<file path="src/rtl/mips_div_pkg.sv">
// mips_div_pkg
//   Shared definitions for the MIPS div/divu unit.
//   - div_state_t : FSM states (IDLE, RUN, FIX)
//   - DIV_WIDTH   : default operand/result width
//   - DIV_CNT_W   : width of a step counter that can hold DIV_WIDTH
package mips_div_pkg;

  typedef enum logic [1:0] {
    IDLE = 2'd0,
    RUN  = 2'd1,
    FIX  = 2'd2
  } div_state_t;

  localparam int DIV_WIDTH = 32;
  localparam int DIV_CNT_W = $clog2(DIV_WIDTH + 1);

endpackage

</file>
<file path="src/rtl/div_step.sv">
// div_step
//   One combinational restoring-division step on unsigned magnitudes.
//   Ports:
//     rem      in  WIDTH  partial remainder (always < divisor)
//     quo      in  WIDTH  quotient/dividend shift register
//     divisor  in  WIDTH  divisor magnitude (non-zero)
//     rem_next out WIDTH  partial remainder after the step
//     quo_next out WIDTH  shift register after the step (new quotient bit in LSB)
module div_step #(
  parameter int WIDTH = 32
) (
  input  logic [WIDTH-1:0] rem,
  input  logic [WIDTH-1:0] quo,
  input  logic [WIDTH-1:0] divisor,
  output logic [WIDTH-1:0] rem_next,
  output logic [WIDTH-1:0] quo_next
);

  // {rem, quo} shifted left by one: the remainder gains the dividend MSB.
  // Since rem < divisor, the shifted value fits in WIDTH+1 bits and the
  // trial difference lies in [-divisor, divisor-1], so its MSB is the sign.
  logic [WIDTH:0] shifted;
  logic [WIDTH:0] trial;

  assign shifted = {rem, quo[WIDTH-1]};
  assign trial   = shifted - {1'b0, divisor};

  always_comb begin
    rem_next = shifted[WIDTH-1:0];
    quo_next = {quo[WIDTH-2:0], 1'b0};
    if (!trial[WIDTH]) begin
      rem_next = trial[WIDTH-1:0];
      quo_next = {quo[WIDTH-2:0], 1'b1};
    end
  end

endmodule

</file>
<file path="src/rtl/mips_div_unit.sv">
// mips_div_unit
//   Multi-cycle restoring divider for MIPS div/divu writing the HI/LO pair.
//   Latency WIDTH+1 edges from the start edge to the done pulse (1 edge for
//   a zero divisor). Back-to-back starts are accepted in the done cycle.
//   Ports:
//     clk          in  1      system clock
//     rst_n        in  1      asynchronous active-low reset
//     start        in  1      request, sampled only in IDLE
//     is_signed    in  1      1 = div, 0 = divu
//     dividend     in  WIDTH  rs value
//     divisor      in  WIDTH  rt value
//     busy         out 1      operation in flight
//     done         out 1      one-cycle pulse, results updated
//     quotient     out WIDTH  LO
//     remainder    out WIDTH  HI
//     div_by_zero  out 1      last completed operation had a zero divisor
module mips_div_unit
  import mips_div_pkg::*;
#(
  parameter int WIDTH = DIV_WIDTH
) (
  input  logic             clk,
  input  logic             rst_n,
  input  logic             start,
  input  logic             is_signed,
  input  logic [WIDTH-1:0] dividend,
  input  logic [WIDTH-1:0] divisor,
  output logic             busy,
  output logic             done,
  output logic [WIDTH-1:0] quotient,
  output logic [WIDTH-1:0] remainder,
  output logic             div_by_zero
);

  localparam int CW = $clog2(WIDTH + 1);

  div_state_t       state_reg;
  logic [CW-1:0]    cnt_reg;
  logic [WIDTH-1:0] rem_reg;
  logic [WIDTH-1:0] quo_reg;
  logic [WIDTH-1:0] dvs_reg;
  logic             neg_q_reg;
  logic             neg_r_reg;
  logic             zero_reg;
  logic             done_reg;
  logic [WIDTH-1:0] quotient_reg;
  logic [WIDTH-1:0] remainder_reg;
  logic             div_by_zero_reg;

  // Operand conditioning: magnitudes and sign flags taken from the inputs.
  logic             a_neg;
  logic             b_neg;
  logic [WIDTH-1:0] a_mag;
  logic [WIDTH-1:0] b_mag;

  assign a_neg = is_signed & dividend[WIDTH-1];
  assign b_neg = is_signed & divisor[WIDTH-1];
  // The most-negative value negates to itself, which read as unsigned is
  // exactly its magnitude, so MIN / -1 needs no special handling.
  assign a_mag = a_neg ? (~dividend + 1'b1) : dividend;
  assign b_mag = b_neg ? (~divisor + 1'b1) : divisor;

  logic [WIDTH-1:0] step_rem;
  logic [WIDTH-1:0] step_quo;

  div_step #(.WIDTH(WIDTH)) u_step (
    .rem      (rem_reg),
    .quo      (quo_reg),
    .divisor  (dvs_reg),
    .rem_next (step_rem),
    .quo_next (step_quo)
  );

  always_ff @(posedge clk or negedge rst_n) begin
    if (!rst_n) begin
      state_reg       <= IDLE;
      cnt_reg         <= '0;
      rem_reg         <= '0;
      quo_reg         <= '0;
      dvs_reg         <= '0;
      neg_q_reg       <= 1'b0;
      neg_r_reg       <= 1'b0;
      zero_reg        <= 1'b0;
      done_reg        <= 1'b0;
      quotient_reg    <= '0;
      remainder_reg   <= '0;
      div_by_zero_reg <= 1'b0;
    end else begin
      done_reg <= 1'b0;
      case (state_reg)
        IDLE: begin
          if (start) begin
            neg_q_reg <= a_neg ^ b_neg;
            neg_r_reg <= a_neg;
            dvs_reg   <= b_mag;
            quo_reg   <= a_mag;
            if (divisor == '0) begin
              // Park the raw dividend in rem_reg: it is the HI result.
              zero_reg  <= 1'b1;
              rem_reg   <= dividend;
              cnt_reg   <= '0;
              state_reg <= FIX;
            end else begin
              zero_reg  <= 1'b0;
              rem_reg   <= '0;
              cnt_reg   <= CW'(WIDTH);
              state_reg <= RUN;
            end
          end
        end
        RUN: begin
          rem_reg <= step_rem;
          quo_reg <= step_quo;
          cnt_reg <= cnt_reg - 1'b1;
          if (cnt_reg == CW'(1)) begin
            state_reg <= FIX;
          end
        end
        FIX: begin
          if (zero_reg) begin
            quotient_reg  <= '1;
            remainder_reg <= rem_reg;
          end else begin
            quotient_reg  <= neg_q_reg ? (~quo_reg + 1'b1) : quo_reg;
            remainder_reg <= neg_r_reg ? (~rem_reg + 1'b1) : rem_reg;
          end
          div_by_zero_reg <= zero_reg;
          done_reg        <= 1'b1;
          state_reg       <= IDLE;
        end
        default: begin
          state_reg <= IDLE;
        end
      endcase
    end
  end

  assign busy        = (state_reg != IDLE);
  assign done        = done_reg;
  assign quotient    = quotient_reg;
  assign remainder   = remainder_reg;
  assign div_by_zero = div_by_zero_reg;

endmodule
</file>
<file path="config.mk">
export PLATFORM = sky130hd
export DESIGN_NAME = mips_div_unit
export DESIGN_NICKNAME = d
export VERILOG_FILES = /design/src/rtl/mips_div_pkg.sv /design/src/rtl/div_step.sv /design/src/rtl/mips_div_unit.sv
export SDC_FILE = /design/constraint.sdc
export NUM_CORES = 1
export LEC_CHECK = 0
export BUFFER_PORTS_ARGS = -buffer_cell sky130_fd_sc_hd__buf_2
export CORE_MARGIN = 5
export CORE_UTILIZATION = 43
export DETAILED_ROUTE_END_ITERATION = 10
export SYNTH_ARGS = -nofsm -noshare
export SYNTH_HDL_FRONTEND = slang
export SYNTH_HIERARCHICAL = 1
export SYNTH_SLANG_ARGS = --single-unit
</file>
<file path="constraint.sdc">
create_clock -name clk -period 3.7 [get_ports clk]
set_input_delay 0.555 -clock clk [delete_from_list [all_inputs] [get_ports clk]]
set_output_delay 0.555 -clock clk [all_outputs]
set_load 0.01 [all_outputs]
</file>
Word level (Yosys, flattened, before mapping)
Index checks and enable logic that the tools add are counted.
- bits in registers: 173
- bits of input ports: 68
- output and inout port bits: 67
- word-level logic and storage cells: 59
- add/sub/neg operators: 6
- equality and inequality tests: 5
- multiplexer cells: 22
- bitwise operators: 7
- reductions and logical operators: 7
- operators by type and width (kind ; number):
    32-bit 2-to-1 mux ; 10
    32-bit by 1-bit adder with 32-bit output (second input constant) ; 4
    32-bit inverter ; 4
    32-bit case mux with 2 select lines ; 2
    33-bit by 32-bit subtractor with 33-bit output ; 1
    32-bit zero test ; 1
    6-bit 2-to-1 mux ; 2
    6-bit case mux with 2 select lines ; 1
    6-bit by 1-bit equality test with 1-bit output (second input constant) ; 1
    2-bit 2-to-1 mux ; 3
    2-bit AND reduction ; 3
    6-bit by 1-bit subtractor with 6-bit output (second input constant) ; 1
    2-bit inequality test (second input constant) ; 2
    2-bit case mux with 2 select lines ; 1
    2-bit nonzero test ; 2
    1-bit 2-to-1 mux ; 3
    1-bit bitwise AND ; 2
    2-bit by 1-bit equality test with 1-bit output (second input constant) ; 1
    2-bit equality test (second input constant) ; 1
    2-bit zero test ; 1
    1-bit bitwise XOR ; 1

Logic depth before layout (Yosys ltp)
Gate-level depths: netlist of the first run.
- depth in word-level cells: 5
- mapped depth: 15
- mapped depth without buffers: 14

Modules after synthesis
Netlist of the first run, hierarchy kept.
- by module, submodules not included (module ; instances ; cells each ; area an instance (um2) ; sequential area each (um2)):
    mips_div_unit ; 1 ; 1090 ; 9681.8 ; 4329.2
    div_step ; 1 ; 342 ; 2488.6 ; 0.0

Worst setup path before layout of the first run
OpenSTA, ideal clock, no wires.
- kind: register -> register
- from: reg quo_reg[31]
- to: reg rem_reg[5]
- data arrival time: 3206 ps
- setup slack: 368 ps
- cell stages (with the launch flop): 16
- buffers on the path: 1
- clock period less this slack: 3332 ps
- cells stage by stage: dfrtp_1 -> inv_1 -> ha_1 -> fa_1 -> and2b_1 -> o2111ai_1 -> a21oi_2 -> o2111ai_1 -> a211oi_2 -> nor2_2 -> mux2i_1 -> and2_4 -> inv_2 -> buf_6 -> mux2_4 -> a221o_1
- cells in the longest elaborated chain, start to end: 3
- ends and longest elaborated chain (item ; RTL line ; text):
    start: declaration ; mips_div_unit.sv:40 ; logic [WIDTH-1:0] quo_reg;
    start signal: assignment ; mips_div_unit.sv:96 ; quo_reg <= a_mag;
    start signal: assignment ; mips_div_unit.sv:113 ; quo_reg <= step_quo;
    33-bit by 32-bit subtractor with 33-bit output ; div_step.sv:26 ; assign trial = shifted - {1'b0, divisor};
    32-bit 2-to-1 mux ; div_step.sv:31 ; if (!trial[WIDTH]) begin
    via step_rem[5] ; mips_div_unit.sv:63 ; logic [WIDTH-1:0] step_rem;
    32-bit case mux with 2 select lines ; mips_div_unit.sv:90 ; case (state_reg)
    end signal: assignment ; mips_div_unit.sv:100 ; rem_reg <= dividend;
    end signal: assignment ; mips_div_unit.sv:112 ; rem_reg <= step_rem;
    end: declaration ; mips_div_unit.sv:39 ; logic [WIDTH-1:0] rem_reg;
The timed path passes the listed nets, and every way through them passes these cells.
A chain may end at the register's enable or synchronous reset.

Worst setup path in the final report of the first run
- from: reg dvs_reg[0]
- to: reg rem_reg[3]
- cells in the longest elaborated chain, start to end: 3
- ends and longest elaborated chain (item ; RTL line ; text):
    start: declaration ; mips_div_unit.sv:41 ; logic [WIDTH-1:0] dvs_reg;
    start signal: assignment ; mips_div_unit.sv:95 ; dvs_reg <= b_mag;
    33-bit by 32-bit subtractor with 33-bit output ; div_step.sv:26 ;
    32-bit 2-to-1 mux ; div_step.sv:31 ;
    via step_rem[3] ; mips_div_unit.sv:63 ;
    32-bit case mux with 2 select lines ; mips_div_unit.sv:90 ;
The timed path passes the listed nets, and every way through them passes these cells.

==> results of run 1 <==
-- report_power, final --
group	total, W	internal, W	switching, W
clock	0.00177	0.000888	0.000878
sequential	0.00372	0.00282	0.000896
combinational	0.00909	0.00428	0.00481
total	0.0146	0.00799	0.00658
-- per-layer routing --
metal / share of wire / track usage / vias up
li1: - / - / 5292
met1: 0.49 / 0.339 / 5241
met2: 0.43 / 0.338 / 324
met3: 0.060 / 0.0409 / 34
met4: 0.019 / 0.0643 / 2
met5: 0.00036 / 0 / -
-- critical path, delay by kind of cell (launching register included) --
kind / cells / cell delay [ps]
simple gates: 3 / 490
flops: 1 / 380
mux: 2 / 510
compound gates: 5 / 1200
buf+inv: 2 / 220
fa+ha+maj: 2 / 630
-- kinds of logic (layout without fill, tap and decap cells) --
| group | after synthesis | after routing | share of synthesized area |
|---|---|---|---|
| xor+xnor | 136 | 136 | 0.0979 |
| compound gates | 388 | 388 | 0.206 |
| mux | 30 | 30 | 0.0327 |
| buf+inv | 173 | 264 | 0.0668 |
| fa+ha+maj | 39 | 39 | 0.0407 |
| simple gates | 493 | 493 | 0.200 |
| flops | 173 | 173 | 0.356 |
-- per-stage QoR --
stage | setup WS [ps] | hold WS [ps] | util
after floorplan | 368 | 259 | -
after detailed placement | 206 | 458 | 0.470
after global placement | 247 | 457 | 0.470
after CTS | 157 | 224 | 0.490
after global routing | 7.44 | 268 | 0.490
final | 151 | 203 | 0.490
-- cell usage in the layout (no fill, tap or decap), types with 5 or more instances in the layout --
| cell type | instances |
|---|---|
| ha_1 | 38 |
| nor2b_1 | 5 |
| o41ai_1 | 16 |
| nand4_1 | 10 |
| and2_1 | 5 |
| o31ai_1 | 24 |
| mux2_4 | 19 |
| a21oi_1 | 96 |
| inv_1 | 55 |
| o21ai_0 | 95 |
| xor2_1 | 64 |
| or4_1 | 13 |
| clkbuf_16 | 17 |
| or3_1 | 16 |
| nand2_1 | 171 |
| o311ai_0 | 5 |
| or2_2 | 9 |
| a31oi_1 | 35 |
| o21a_1 | 6 |
| buf_2 | 133 |
| o21ai_1 | 15 |
| inv_8 | 5 |
| mux2i_1 | 9 |
| dfrtp_1 | 173 |
| nand3_1 | 25 |
| buf_4 | 37 |
| nand4b_1 | 5 |
| a21o_1 | 19 |
| nor2_1 | 87 |
| nor4_1 | 19 |
| a221o_1 | 34 |
| and3_1 | 56 |
| o21bai_1 | 6 |
| xnor2_1 | 72 |
| nor3_1 | 39 |
| nor3b_1 | 5 |
-- cell type report --
type	count	area, µm²	share of cell area
clock buffer	18	429	0.0314
clock inverter	14	126	0.00925
inverter	57	214	0.0157
multi-input combinational	1086	7050	0.516
sequential	173	4330	0.317
tap	378	473	0.0346
timing repair buffer	175	1030	0.0758
-- what timing repair did --
action                     CTS  global route
gates resized for setup      0             0
setup endpoints to repair    0             2
hold buffers                 0             0
-- Yosys cell counts, types with 25 or more instances --
cell type,number,share of area
inv_1,55,0.017
nand2_1,172,0.053
dfrtp_1,173,0.36
o21ai_0,95,0.039
xnor2_1,72,0.052
nand3_1,25,0.010
a31oi_1,35,0.018
a221o_1,34,0.028
clkbuf_1,73,0.023
nor3_1,39,0.016
buf_4,31,0.019
xor2_1,64,0.046
nor2_1,88,0.027
a21oi_1,96,0.039
ha_1,38,0.039
and3_1,56,0.029
-- worst max-delay path by stage --
stage | from | to | slack (ps)
after floorplan | quo_reg[31]$_DFFE_PN0P_ | rem_reg[5]$_DFFE_PN0P_ | 370
after global placement | dvs_reg[0]$_DFFE_PN0P_ | rem_reg[4]$_DFFE_PN0P_ | 250
after detailed placement | dvs_reg[0]$_DFFE_PN0P_ | rem_reg[3]$_DFFE_PN0P_ | 210
after CTS | dvs_reg[0]$_DFFE_PN0P_ | rem_reg[3]$_DFFE_PN0P_ | 160
after global routing | dvs_reg[0]$_DFFE_PN0P_ | rem_reg[4]$_DFFE_PN0P_ | 7
final | dvs_reg[0]$_DFFE_PN0P_ | rem_reg[3]$_DFFE_PN0P_ | 150
==> key figures, run 1 <==
Global routing
  • Overflow after GRT: 0
  • GRT Total Usage: 0.227
  • Vias in the first global route: 10.3k
  • Initial antenna violation count: 1
  • First-pass GRT wire length: 57200 µm
  • Largest net degree at the start of global routing: 85

Worst hold path
  • Hold Crit Class: input pin to asynchronous set/reset pin

Yosys
  • Synth Register Bits: 173
  • Mapped cell area: 12200 µm²
  • FFs w/ async S/R, synth: 1.00
  • Syn Area/Cell: 8.50 µm²
  • Synthesized net count: 1539
  • Yosys warnings: 6
  • Top_reg_cell synth: dfrtp_1
  • Post-synth cell types: 74
  • Seq/Total Area, Yosys: 0.356
  • EDFF count, synth: 0
  • Synthesized instance count: 1432

Setup path
  • Max FO, Critical Path: 7
  • Startpoint types: flop
  • CP most frequent cell: o2111ai_1
  • R2r startpoint: dvs_reg[0]$_DFFE_PN0P_
  • CP Cell Sequence: ha_1 -> fa_1 -> and2b_1 -> o2111ai_1 -> a21oi_2 -> o2111ai_1 -> a211oi_2 -> nor2_2 -> mux2i_1 -> and2_4 -> inv_2 -> buf_4 -> mux2_1 -> a221o_1
  • CP Class: flop to flop
  • Worst Path Arrival: 3870 ps
  • Worst Path Required: 4020 ps
  • Worst r2r dst: rem_reg[3]$_DFFE_PN0P_
  • Worst path slowest cell: fa_1
  • Max incr delay on CP: 400 ps
  • CP Capture Type: flop
  • R2R cell count: 14
  • Reg-to-reg slack, setup: 150 ps

Power
  • Power, Total: 0.0146 W
  • Maximum VDD drop: 0.513 mV
  • Leakage: 6.20 nW
  • Power per cell area: 1070 nW/µm²

Detailed routing
  • ANT nets after route: 0
  • WL final: 35700 µm
  • WL/cell: 18.8 µm
  • 1st-pass router iterations: 5
  • DR vias: 10.9k
  • DRC Markers: 0
  • Iteration-0 DRC Markers: 902
  • Vias/cell: 5.73

STA
  • Fmax: 282 MHz
  • Setup violations, final: 0
  • Fin. Hold Viols: 0
  • Minimum clock period: 3550 ps
  • Slew @ Worst Pin: 963 ps
  • Setup TNS: 0 ps
  • Relative slew slack: 0.358
  • Worst-case clock skew: 12.2 ps
  • RSZ-0062 raised after global routing: false
  • Max-slew violations: 0
  • Final period util: 0.959

Clock tree
  • Total clock buffers created by CTS: 17
  • Clock sink count: 173
  • Max Buffers Root-to-Sink: 2
  • Post-CTS setup buffer count: 0
  • Worst-path clk slew: 70 ps
  • Htree depth: 4
  • CTS root buffer: clkbuf_16
  • Clock Latency Late Sink: 440 ps
  • CTS tree: built

Placement
  • Final HPWL DP: 27000 µm
  • GPL Wtd Cong: 0.919
  • I/O Buffers: 134
  • Placed Area: 13100 µm²
  • Cells after DPL: 1869

Layout
  • Filler cells: 2779
  • Fin cells: 1901
  • Total Nets Final: 1617
  • Ant diodes: 0
  • P&R area growth vs syn: 12.2%
  • Fraction of layout cells with a size suffix above 1: 0.165
  • Post-route cell area: 13700 µm²

Run
  • Max-cap viol count: 0

Status
  • Status: completed

Die
  • I/O pin cnt: 135
  • Die Width: 178 µm
  • Core Region: 27900 µm²
  • Starting Density: 0.437
  • Die ar.: 31800 µm²
  • Die Span Y: 178 µm
  • Placement Rows: 61
(Power assumes the default switching activity.)
==> run 2, diff against run 1 <==
- clock period: 3.7 -> 4.35 ns (I/O delays scaled with it)
==> run 2 against run 1 <==
  * Critical path depth stayed put
  * First-iteration DRC count is 0.78% lower
  * Final area is 1.5% lower
  * Register-to-register slack better by 120 ps
  * Via count is 1.4% lower
  * Non-clock buffer count is 26 lower
  * Largest cell class unchanged
  * Highest routed layer unchanged
==> key figures, run 2 (synthesis results as in run 1) <==
Clock tree
  • Post-cts sizing count: 0 (unchanged)
  • CTS Hold Bufs: 0 (unchanged)
  • Clock Latency Late Sink: 440 ps (about the same)
  • Max Buffers Root-to-Sink: 2 (unchanged)
  • Post-CTS setup buffer count: 0 (unchanged)
  • Worst-path clk slew: 80 ps (about the same)
  • Total clock buffers created by CTS: 17 (unchanged)
  • Htree depth: 4 (unchanged)
  • Clock sink count: 173 (unchanged)
  • CTS root buffer: clkbuf_16
  • CTS tree: built

STA
  • Max-slew violations: 0 (unchanged)
  • Final period util: 0.937 (-0.0222)
  • Setup violations, final: 0 (unchanged)
  • Setup TNS: 0 ps (unchanged)
  • Fin. Hold Viols: 0 (unchanged)
  • Relative slew slack: 0.195 (-0.163)
  • Slew @ Worst Pin: 1210 ps (+243 ps)
  • Worst-case clock skew: 16.8 ps (+4.59 ps)
  • Minimum clock period: 4080 ps (+527 ps)
  • Fmax: 245 MHz (-13%)
  • RSZ-0062 raised after global routing: false

Die
  • Die Width: 178 µm (unchanged)
  • I/O pin cnt: 135 (unchanged)
  • Core Region: 27900 µm² (unchanged)
  • Placement Rows: 61 (unchanged)
  • Die Span Y: 178 µm (unchanged)
  • Starting Density: 0.437 (unchanged)
  • Die ar.: 31800 µm² (unchanged)

Layout
  • Most frequent cells in the layout: dfrtp_1, nand2_1, buf_2, a21oi_1, o21ai_0
  • P&R area growth vs syn: 10.5%
  • Fin cells: 1875 (-1.4%)
  • Ant diodes: 0 (unchanged)
  • Fraction of layout cells with a size suffix above 1: 0.151 (-0.0138)
  • Total Nets Final: 1591 (-1.6%)
  • Most common cell after layout, fill and taps aside: dfrtp_1

Detailed routing
  • 1st-pass router iterations: 5 (unchanged)
  • WL/cell: 19.3 µm (+2.8%)
  • Vias/cell: 5.73 (about the same)
  • DRC Markers: 0 (unchanged)
  • DR vias: 10.7k (-1.4%)
  • WL final: 36200 µm (+1.4%)
  • Iteration-0 DRC Markers: 895 (-0.78%)
  • ANT nets after route: 0 (unchanged)

Placement
  • GPL Wtd Cong: 0.920 (about the same)
  • I/O Buffers: 134 (unchanged)
  • Cells after DPL: 1843 (-1.4%)
  • Final HPWL DP: 26700 µm (-0.91%)

Setup path
  • CP Capture Type: flop
  • CP Cell Sequence: inv_1 -> ha_1 -> fa_1 -> and2b_1 -> o2111ai_1 -> a21oi_2 -> o2111ai_1 -> a211oi_2 -> nor2_2 -> mux2i_1 -> and2_4 -> inv_2 -> mux2_1 -> a221o_1
  • Reg-to-reg slack, setup: 270 ps (+120 ps)
  • WP buf/inv: 2 (unchanged)
  • Worst Path Arrival: 4380 ps (+510 ps)
  • Worst r2r dst: rem_reg[4]$_DFFE_PN0P_
  • R2r startpoint: quo_reg[31]$_DFFE_PN0P_
  • Crit-path leading delay family: compound AO/OA/AOI/OAI gates
  • Max incr delay on CP: 530 ps (+130 ps)
  • Worst Setup SP: quo_reg[31]$_DFFE_PN0P_
  • R2R cell count: 14 (unchanged)
  • Startpoint types: flop
  • CP Class: flop to flop
  • Max FO, Critical Path: 22 (+15)
  • Worst Path Required: 4660 ps (+640 ps)
  • CP most frequent cell: o2111ai_1
  • Worst path slowest cell: inv_2

Global routing
  • Largest net degree at the start of global routing: 97 (+14%)
  • GRT Total Usage: 0.229 (+0.00221)
  • First-pass GRT wire length: 57600 µm (+0.77%)
  • Vias in the first global route: 10.3k (+0.17%)
  • Initial antenna violation count: 2 (+1)
  • Overflow after GRT: 0 (unchanged)

Worst hold path
  • Hold Crit Class: input pin to asynchronous set/reset pin

Run
  • Max-cap viol count: 0 (unchanged)

Power
  • Leakage: 6.07 nW (-2.1%)
  • Power per cell area: 912 nW/µm² (-15%)
  • Maximum VDD drop: 0.421 mV (-18%)

Status
  • Status: completed
[run 2: metrics by stage]
step	worst slack [ps]	util	hold WS (ps)	instance area [µm²]	power [W]
5_1_grt	161	0.483	65.5	13500	0.0132
6_report	274	0.483	65.8	13500	0.0123
3_3_place_gp	485	0.462	451	12900	0.0105
4_1_cts	320	0.483	61.6	13500	0.0122
2_1_floorplan	1020	-	357	12200	0.00889
3_5_place_dp	364	0.462	458	12900	0.0106
[run 2: layer usage]
layer	global-route usage	wire length, µm	vias to the layer above
met5	0	13	-
met4	0.0668	754	2
met3	0.0343	2340	37
met2	0.332	15200	340
met1	0.353	17900	5125
li1	-	-	5240
[run 2: worst max path at each step]
stage / to / slack (ps) / depth (start not counted)
finish: rem_reg[4]$_DFFE_PN0P_ / 270 / 14
global placement: rem_reg[4]$_DFFE_PN0P_ / 490 / 14
global route: rem_reg[4]$_DFFE_PN0P_ / 160 / 14
floorplan: rem_reg[5]$_DFFE_PN0P_ / 1020 / 15
CTS: rem_reg[4]$_DFFE_PN0P_ / 320 / 14
detailed placement: rem_reg[4]$_DFFE_PN0P_ / 360 / 14
[run 2: power breakdown]
part           leakage [nW]  internal (W)  switching, W
logic                  3.62       0.00344       0.00401
clock network         0.277      0.000814      0.000721
registers              2.18       0.00240      0.000875
total                  6.07       0.00666       0.00561
[run 2: final cells by class]
cell class	instances	area [µm²]
Inverter	57	214
Clock inverter	14	151
Sequential cell	173	4330
Timing Repair Buffer	149	802
Clock buffer	18	429
Multi-Input combinational cell	1086	7050
Fill cell	2753	14400
Tap cell	378	473
==> run 3, diff against run 2 <==
- CORE_MARGIN: 5 -> default
==> run 3 against run 2 <==
  * Clock skew decreased by 4.7 ps
  * Maximum frequency decreased by 0.98%
  * Worst setup slack got worse by 40 ps
  * Routed wire length decreased by 3.5%
  * Highest routed layer unchanged
  * Non-clock buffer count increased by 1
  * Largest cell class unchanged
==> key figures, run 3 (synthesis results as in run 1) <==
Clock tree
  • Post-cts sizing count: 0 (unchanged)
  • CTS Hold Bufs: 0 (unchanged)
  • Clock Latency Late Sink: 440 ps (about the same)
  • Max Buffers Root-to-Sink: 2 (unchanged)
  • CTS root buffer: clkbuf_16
  • CTS tree: built
  • Post-CTS setup buffer count: 0 (unchanged)
  • Worst-path clk slew: 70 ps (about the same)
  • Clock sink count: 173 (unchanged)
  • Htree depth: 4 (unchanged)
  • Total clock buffers created by CTS: 17 (unchanged)

Setup path
  • CP Class: flop to flop
  • R2r startpoint: quo_reg[31]$_DFFE_PN0P_
  • Worst Setup SP: quo_reg[31]$_DFFE_PN0P_
  • CP Cell Sequence: inv_1 -> ha_1 -> fa_1 -> and2b_1 -> o2111ai_1 -> a21oi_2 -> o2111ai_1 -> a211oi_2 -> nor2_2 -> mux2i_1 -> and2_4 -> inv_2 -> mux2_1 -> a221o_1
  • Worst path slowest cell: inv_2
  • Max incr delay on CP: 530 ps (about the same)
  • CP Capture Type: flop
  • Max FO, Critical Path: 22 (unchanged)
  • Worst Path Required: 4670 ps (about the same)
  • CP most frequent cell: o2111ai_1
  • Worst Path Arrival: 4430 ps (+50 ps)
  • Startpoint types: flop
  • Reg-to-reg slack, setup: 230 ps (-40 ps)

Layout
  • Fraction of layout cells with a size suffix above 1: 0.151 (unchanged)
  • Most frequent cells in the layout: dfrtp_1, nand2_1, buf_2, a21oi_1, o21ai_0
  • Filler cells: 2761 (+0.29%)
  • Total Nets Final: 1592 (+0.063%)
  • Post-route cell area: 13500 µm² (about the same)
  • P&R area growth vs syn: 10.6% (about the same)
  • Ant diodes: 0 (unchanged)
  • Most common cell after layout, fill and taps aside: dfrtp_1

Global routing
  • Initial antenna violation count: 1 (-1)
  • Top Usage Layer GRT: met1
  • Met1 Use GR: 0.364 (+0.0113)
  • First-pass GRT wire length: 54800 µm (-4.9%)
  • Met3 usage: 0.0465 (+0.0122)
  • Met2 Usage GRT: 0.361 (+0.0284)
  • Vias in the first global route: 9789 (-5.0%)
  • Largest net degree at the start of global routing: 87 (-10%)
  • Overflow after GRT: 0 (unchanged)
  • GRT Total Usage: 0.245 (+0.0155)

Placement
  • GPL Wtd Cong: 0.912 (-0.87%)
  • Placed Area: 12900 µm² (about the same)
  • I/O Buffers: 134 (unchanged)
  • Final HPWL DP: 25900 µm (-2.9%)

Die
  • Die Width: 170 µm (-4.5%)
  • Placement Rows: 61 (unchanged)
  • I/O pin cnt: 135 (unchanged)
  • Starting Density: 0.438 (+0.00120)
  • Core Region: 27800 µm² (-0.27%)
  • Die ar.: 29000 µm² (-8.8%)
  • Die Span Y: 170 µm (-4.5%)

Run
  • Max-cap viol count: 0 (unchanged)

Power
  • Maximum VDD drop: 0.466 mV (+11%)
  • Leakage: 6.08 nW (+0.18%)
  • Power per cell area: 908 nW/µm² (-0.41%)

Detailed routing
  • WL final: 34900 µm (-3.5%)
  • 1st-pass router iterations: 6 (+1)
  • DR vias: 10.7k (-0.028%)
  • Iteration-0 DRC Markers: 814 (-9.1%)
  • WL/cell: 18.6 µm (-3.5%)
  • ANT nets after route: 0 (unchanged)
  • DRC Markers: 0 (unchanged)
  • Vias/cell: 5.73 (about the same)

STA
  • RSZ-0062 raised after global routing: false
  • Slew @ Worst Pin: 1020 ps (-184 ps)
  • Fmax: 243 MHz (-0.98%)
  • Setup violations, final: 0 (unchanged)
  • Minimum clock period: 4120 ps (+40.4 ps)
  • Setup TNS: 0 ps (unchanged)
  • Max-slew violations: 0 (unchanged)
  • Final period util: 0.946 (+0.00928)
  • Worst-case clock skew: 12.0 ps (-4.75 ps)
  • Relative slew slack: 0.317 (+0.122)
  • Fin. Hold Viols: 0 (unchanged)

Worst hold path
  • Hold Crit Class: input pin to asynchronous set/reset pin

Status
  • Status: completed
run 3: worst max-delay path, delay by kind of cell, from the launching register on:
family / cells / cell delay [ps]
buffers and inverters: 2 / 590
adders and majority gates: 2 / 610
DFF: 1 / 410
AOI/OAI and AO/OA: 5 / 1270
and+or+nand+nor: 3 / 570
muxes: 2 / 540
run 3: layout make-up:
class | count | area, µm² | area share
sequential | 173 | 4330 | 0.322
clock buffer | 19 | 443 | 0.0329
clock inverter | 12 | 153 | 0.0113
timing repair buffer | 150 | 797 | 0.0592
inverter | 57 | 214 | 0.0159
tap | 378 | 473 | 0.0351
multi-input combinational | 1086 | 7050 | 0.524
run 3: power by group:
group / internal, W / total [W] / switching, W
Sequential: 0.00240 / 0.00327 / 0.000864
Clock: 0.000879 / 0.00159 / 0.000714
Combinational: 0.00343 / 0.00736 / 0.00394
run 3: stage by stage:
step           power, W  utilization  std cells  hold slack (ps)  worst slack [ps]
6_report         0.0122        0.485       1875              285               234
5_1_grt          0.0132        0.485       1875              325              89.2
4_1_cts          0.0122        0.485       1875              319               294
3_5_place_dp     0.0105        0.463       1844              460               331
3_3_place_gp     0.0104        0.463       1844              455               398
2_1_floorplan   0.00889            -       1432              357              1020
run 3: path summary, 6_finish.rpt:
path                                           end  cells after the start
max                         rem_reg[3]$_DFFE_PN0P_                     14
min                        quo_reg[25]$_DFFE_PN0P_                      1
max reg2reg                 rem_reg[3]$_DFFE_PN0P_                     14
min reg2reg                div_by_zero$_DFFE_PN0P_                      2
max in group asynchronous  rem_reg[18]$_DFFE_PN0P_                      2
min in group clk           div_by_zero$_DFFE_PN0P_                      2
run 3: routing by layer:
metal,vias to the layer above,part of all wire
met1,5119,0.49
met2,364,0.43
met5,-,0.00023
li1,5230,-
met3,26,0.066
met4,2,0.015
